<file path="config.mk">
export PLATFORM = sky130hd
export DESIGN_NAME = terrain_writer
export DESIGN_NICKNAME = d
export VERILOG_FILES = /design/src/rtl/terrain_writer.sv
export SDC_FILE = /design/constraint.sdc
export NUM_CORES = 1
export LEC_CHECK = 0
export CAP_MARGIN = 30
export CORE_MARGIN = 2
export CORE_UTILIZATION = 49
export CTS_CLUSTER_DIAMETER = 150
export CTS_CLUSTER_SIZE = 20
export DETAILED_ROUTE_END_ITERATION = 7
export PLACE_DENSITY = 0.76
export SETUP_SLACK_MARGIN = 0.3
export SYNTH_ARGS = -nofsm -noshare
export SYNTH_HDL_FRONTEND = slang
export SYNTH_SLANG_ARGS = --single-unit
export TNS_END_PERCENT = 50
</file>
<file path="constraint.sdc">
create_clock -name CLOCK_50 -period 1.9 [get_ports CLOCK_50]
set_input_delay 0.38 -clock CLOCK_50 [delete_from_list [all_inputs] [get_ports CLOCK_50]]
set_output_delay 0.38 -clock CLOCK_50 [all_outputs]
set_load 0.05 [all_outputs]
</file>
<file path="src/rtl/terrain_writer.sv">
// terrain_writer: procedural ground generator.
// Walks columns 0..WIDTH-1, derives each column height from an LFSR random
// walk, writes it to the ground RAM and plots the column's ground pixels.
//
// state | meaning
// IDLE  | waiting for start
// WRITE | one-cycle ground RAM write of the current column height
// DRAW  | one plot per cycle from y=h down to the bottom row (119)
// NEXT  | step to the next column, random-walk the height, advance LFSR
// DONE  | one-cycle done pulse, then back to IDLE
module terrain_writer #(
    parameter int          WIDTH   = 160,
    parameter int          MIN_H   = 60,
    parameter int          MAX_H   = 115,
    parameter int          START_H = 100,
    parameter logic [15:0] SEED    = 16'hACE1
) (
    input  logic        CLOCK_50,
    input  logic        reset,
    input  logic        start,
    input  logic [15:0] seed,
    output logic        busy,
    output logic        done,
    output logic [7:0]  ram_address,
    output logic [7:0]  ram_data,
    output logic        ram_wren,
    output logic [7:0]  pix_x,
    output logic [7:0]  pix_y,
    output logic [2:0]  pix_colour,
    output logic        pix_plot
);

    typedef enum logic [2:0] {IDLE, WRITE, DRAW, NEXT, DONE} state_t;

    localparam logic [7:0] LAST_COL = 8'(WIDTH - 1);
    localparam logic [7:0] LO_H     = 8'(MIN_H);
    localparam logic [7:0] HI_H     = 8'(MAX_H);
    localparam logic [7:0] BOTTOM_Y = 8'd119;

    state_t      state, next_state;
    logic [7:0]  col, col_n;
    logic [7:0]  h, h_n;
    logic [7:0]  y, y_n;
    logic [15:0] lfsr, lfsr_n;

    logic        busy_d, done_d, ram_wren_d, pix_plot_d;
    logic [7:0]  ram_address_d, ram_data_d, pix_x_d, pix_y_d;
    logic [2:0]  pix_colour_d;

    // State register
    always_ff @(posedge CLOCK_50) begin
        if (reset) state <= IDLE;
        else       state <= next_state;
    end

    // Next-state logic
    always_comb begin
        next_state = state;
        case (state)
            IDLE:  if (start) next_state = WRITE;
            WRITE: next_state = DRAW;
            DRAW:  if (y == BOTTOM_Y) next_state = NEXT;
            NEXT:  next_state = (col == LAST_COL) ? DONE : WRITE;
            DONE:  next_state = IDLE;
            default: next_state = IDLE;
        endcase
    end

    // Datapath next values: column walk, height random walk, LFSR step
    always_comb begin
        col_n  = col;
        h_n    = h;
        y_n    = y;
        lfsr_n = lfsr;
        case (state)
            IDLE: if (start) begin
                lfsr_n = (seed == 16'h0000) ? SEED : seed;
                h_n    = 8'(START_H);
                col_n  = 8'd0;
            end
            WRITE: y_n = h;
            DRAW:  if (y != BOTTOM_Y) y_n = y + 8'd1;
            NEXT: if (col != LAST_COL) begin
                col_n = col + 8'd1;
                // Saturate at the bounds so the decrement can never wrap.
                case (lfsr[1:0])
                    2'b00:   h_n = (h <= LO_H) ? LO_H : h - 8'd1;
                    2'b11:   h_n = (h >= HI_H) ? HI_H : h + 8'd1;
                    default: h_n = h;
                endcase
                lfsr_n = {lfsr[14:0], lfsr[15] ^ lfsr[13] ^ lfsr[12] ^ lfsr[10]};
            end
            default: ;
        endcase
    end

    // Output logic: decoded from the upcoming state so outputs land with it
    always_comb begin
        busy_d        = (next_state != IDLE);
        done_d        = (next_state == DONE);
        ram_wren_d    = 1'b0;
        ram_address_d = ram_address;
        ram_data_d    = ram_data;
        pix_plot_d    = 1'b0;
        pix_x_d       = pix_x;
        pix_y_d       = pix_y;
        pix_colour_d  = pix_colour;
        if (next_state == WRITE) begin
            ram_wren_d    = 1'b1;
            ram_address_d = col_n;
            ram_data_d    = h_n;
        end
        if (next_state == DRAW) begin
            pix_plot_d   = 1'b1;
            pix_x_d      = col_n;
            pix_y_d      = y_n;
            pix_colour_d = 3'b010;
        end
    end

    // Datapath and registered outputs
    always_ff @(posedge CLOCK_50) begin
        if (reset) begin
            col         <= '0;
            h           <= '0;
            y           <= '0;
            lfsr        <= '0;
            busy        <= 1'b0;
            done        <= 1'b0;
            ram_wren    <= 1'b0;
            ram_address <= '0;
            ram_data    <= '0;
            pix_plot    <= 1'b0;
            pix_x       <= '0;
            pix_y       <= '0;
            pix_colour  <= '0;
        end else begin
            col         <= col_n;
            h           <= h_n;
            y           <= y_n;
            lfsr        <= lfsr_n;
            busy        <= busy_d;
            done        <= done_d;
            ram_wren    <= ram_wren_d;
            ram_address <= ram_address_d;
            ram_data    <= ram_data_d;
            pix_plot    <= pix_plot_d;
            pix_x       <= pix_x_d;
            pix_y       <= pix_y_d;
            pix_colour  <= pix_colour_d;
        end
    end

endmodule

</file>
==> impl_results.md <==
* R2R setup slack at -0.04 ns
* Crit path max-delay family: simple AND/OR/NAND/NOR gates
* M1 WL at 5970 microns
* CP Launch Type: flip-flop
* Number of remaining DRC errors at 0
* Worst VDD drop at 0.000607 V
* Final number of setup-violating endpoints at 8
* Vias in the first global route at 4266
* Final Cycle Share at 1.02
* TritonCTS clock tree: done
* Post-Synth Simple-Gate Area at 0.246
* CP max-delay cell: dfxtp_1
* I/O pin count at 58
* XOR/XNOR share of the synthesized area at 0.0203
* Die H at 93.0 microns
* Total Routing Usage GR at 0.327
* Port buffer count at 55
* Row cnt at 32
* Detailed placement HPWL at 7780 microns
* Critical path fanouts, max at 5
* Largest family of logic cells by synthesized area: simple AND/OR/NAND/NOR gates
* Clk_skew at 0.0141 ns
* Initial core utilization at 0.505
* Synth Area in Compound Gates at 0.242
* Gpl congestion at 0.960
* Total wire length at 16400 microns
* Most common cell after layout, fill and taps aside: buf_4
* Slew Viols, Final at 0
* Predominant post-synthesis flop cell: dfxtp_1
* Mux share of post-synthesis cell area at 0
* Async set or reset register ratio after synthesis at 0
* WL per Instance at 23.9 microns
* HP Class: in2reg
* Clock Root Buffer: clkbuf_8
* Crit Reg-Reg Startpoint: y[5]
* Ys Warns at 0
* CTS Buf Count at 9
* Pre-antenna DRT Iters at 5
* Register bit total from synthesis at 80
* Placed cell count at 635
* Area added between synthesis and finish at 62.7%
* CTS max path bufs at 2
* Worst-path clk slew at 0.10 ns
* F_max at 0.516 GHz
* Max incr delay on CP at 0.48 ns
* Vias per cell at 6.69
* Share of cells above drive strength 1 at 0.489
* Avg Cell Area, Syn at 8.60 sq um
* Mapped Area at 3880 sq um
* Highest layer used for signal routing: met4
* Final Hold Viols at 0
* Initial antenna violation count at 0
* Commonest cells after routing, fill and taps aside: buf_4, dfxtp_1, nor2_1, nand2_1, a21oi_1
* Final Critical Period at 1.94 ns
* Final Net Count at 606
* Final setup margin at -0.0371 ns
* Max Cap Viol at 0
* Worst slew pin tran at 0.530 ns
* P_leak at 2.39 nW
* Fillers at 385
* Status: finished with violations
* GRT overflow at 0
* Ant. Diodes at 0
* Cell variety after synth at 65
* Setup crit end kind: flip-flop
* Die area at 8650 sq um
* ANT nets after route at 0
* Worst path cell trace: nand2_1, nor3_1, o21ai_2, a222oi_1, buf_4, a211oi_2
* Max-slew headroom at 0.648
* Met3 wire len at 1440 microns
* HP Start: reset
* DR WL met2 at 7870 microns
* P per Cell Area at 742 nW/um^2
* Post-synthesis sequential area ratio at 0.413
* Adder-Cell Fraction of Synth Area at 0.0226
* Number of flops mapped to enable cells by yosys at 0
* DR iter-0 viols at 521
* Worst skew pair latency at 0.38 ns
* Core Area at 7690 sq um
* First-pass GRT wire length at 22000 microns
* Largest net degree at the start of global routing at 23
* Via count at 4593
* Critical path class: reg2reg
* Failing checks: negative setup slack
* Sink Count at 80
* Crit path buffers/inverters at 1
* CP Launch Point: y[5]
* Htree depth at 3
* Worst hold slack at 0.438 ns
* RSZ-0062 raised after global routing: true
* Chip width at 93.0 microns
* Crit path DAT at 2.20 ns
* Final cell count without fillers at 687
* Post-Syn Instances at 451
* Required time worst endpoint at 2.17 ns
==> Yosys cell counts (7+ instances only) <==
library cell | n | area share
dfxtp_1 | 80 | 0.41
nor2_1 | 59 | 0.057
nand2_1 | 47 | 0.045
a21oi_1 | 35 | 0.045
nor3_1 | 19 | 0.025
clkbuf_1 | 15 | 0.015
buf_2 | 14 | 0.018
nand3_1 | 13 | 0.017
a211oi_2 | 11 | 0.035
o21ai_0 | 10 | 0.013
inv_1 | 9 | 0.0087
o221ai_1 | 9 | 0.020
o21ai_1 | 8 | 0.010
a211oi_1 | 7 | 0.014
ha_1 | 7 | 0.023
==> registers in the layout, summed over array words and instances, names as in the netlist <==
| name | count |
|---|---|
| busy | 1 |
| col | 8 |
| done | 1 |
| h | 8 |
| lfsr | 16 |
| pix_colour | 1 |
| pix_plot | 1 |
| pix_x | 8 |
| pix_y | 8 |
| ram_address | 8 |
| ram_data | 8 |
| ram_wren | 1 |
| state | 3 |
| y | 8 |
==> path summary, 6_finish.rpt <==
| kind | endpoint | cells past startpoint |
|---|---|---|
| hold reg to reg | pix_x[2] | 2 |
| setup / recovery | pix_y[7] | 6 |
| setup reg to reg | pix_y[7] | 6 |
| hold / removal | h[7] | 2 |
==> area by class of cell <==
cell class / instances / area [sq um] / share of cell area
tap: 102 / 128 / 0.0202
timing repair buffer: 153 / 1500 / 0.238
clock buffer: 9 / 124 / 0.0196
multi-input combinational: 327 / 2800 / 0.443
sequential: 80 / 1640 / 0.260
clock inverter: 7 / 88.8 / 0.0141
inverter: 9 / 33.8 / 0.00535
==> cells by family after synthesis <==
logic type      count (synthesis)
xor+xnor                        9
flops                          80
simple gates                  183
other cells                     1
fa+ha+maj                       7
compound gates                126
buf+inv                        45
==> stage by stage <==
stage	total power [mW]	setup WS [ns]	TNS (ns)	instance area, sq um	util
after floorplan	2.58	0.221	0	4050	-
after global placement	2.88	-0.122	-1.54	4970	0.647
after detailed placement	2.90	-0.190	-3.33	4970	0.647
after CTS	4.47	0.144	0	5910	0.769
after global routing	4.80	-0.0887	-0.663	6310	0.821
final	4.68	-0.0371	-0.158	6310	0.821
==> per-layer routing <==
metal  vias up  GRT usage
met5         -          0
met4         0      0.158
met3       114     0.0548
met2       367      0.557
met1      2194      0.401
li1       1918          -
==> where the power goes <==
part / switching, mW / internal [mW] / leakage [nW]
clock: 0.752 / 0.632 / 0.103
combinational: 0.816 / 0.592 / 1.63
sequential: 0.116 / 1.78 / 0.664
total: 1.68 / 3.00 / 2.39
==> what timing repair did <==
action,CTS,global route
setup endpoints to repair,87,84
resized for setup,138,71
pin swaps,43,30
cloned,5,0
hold buffers,0,0
buffers inserted,23,8
(Power assumes the default switching activity.)
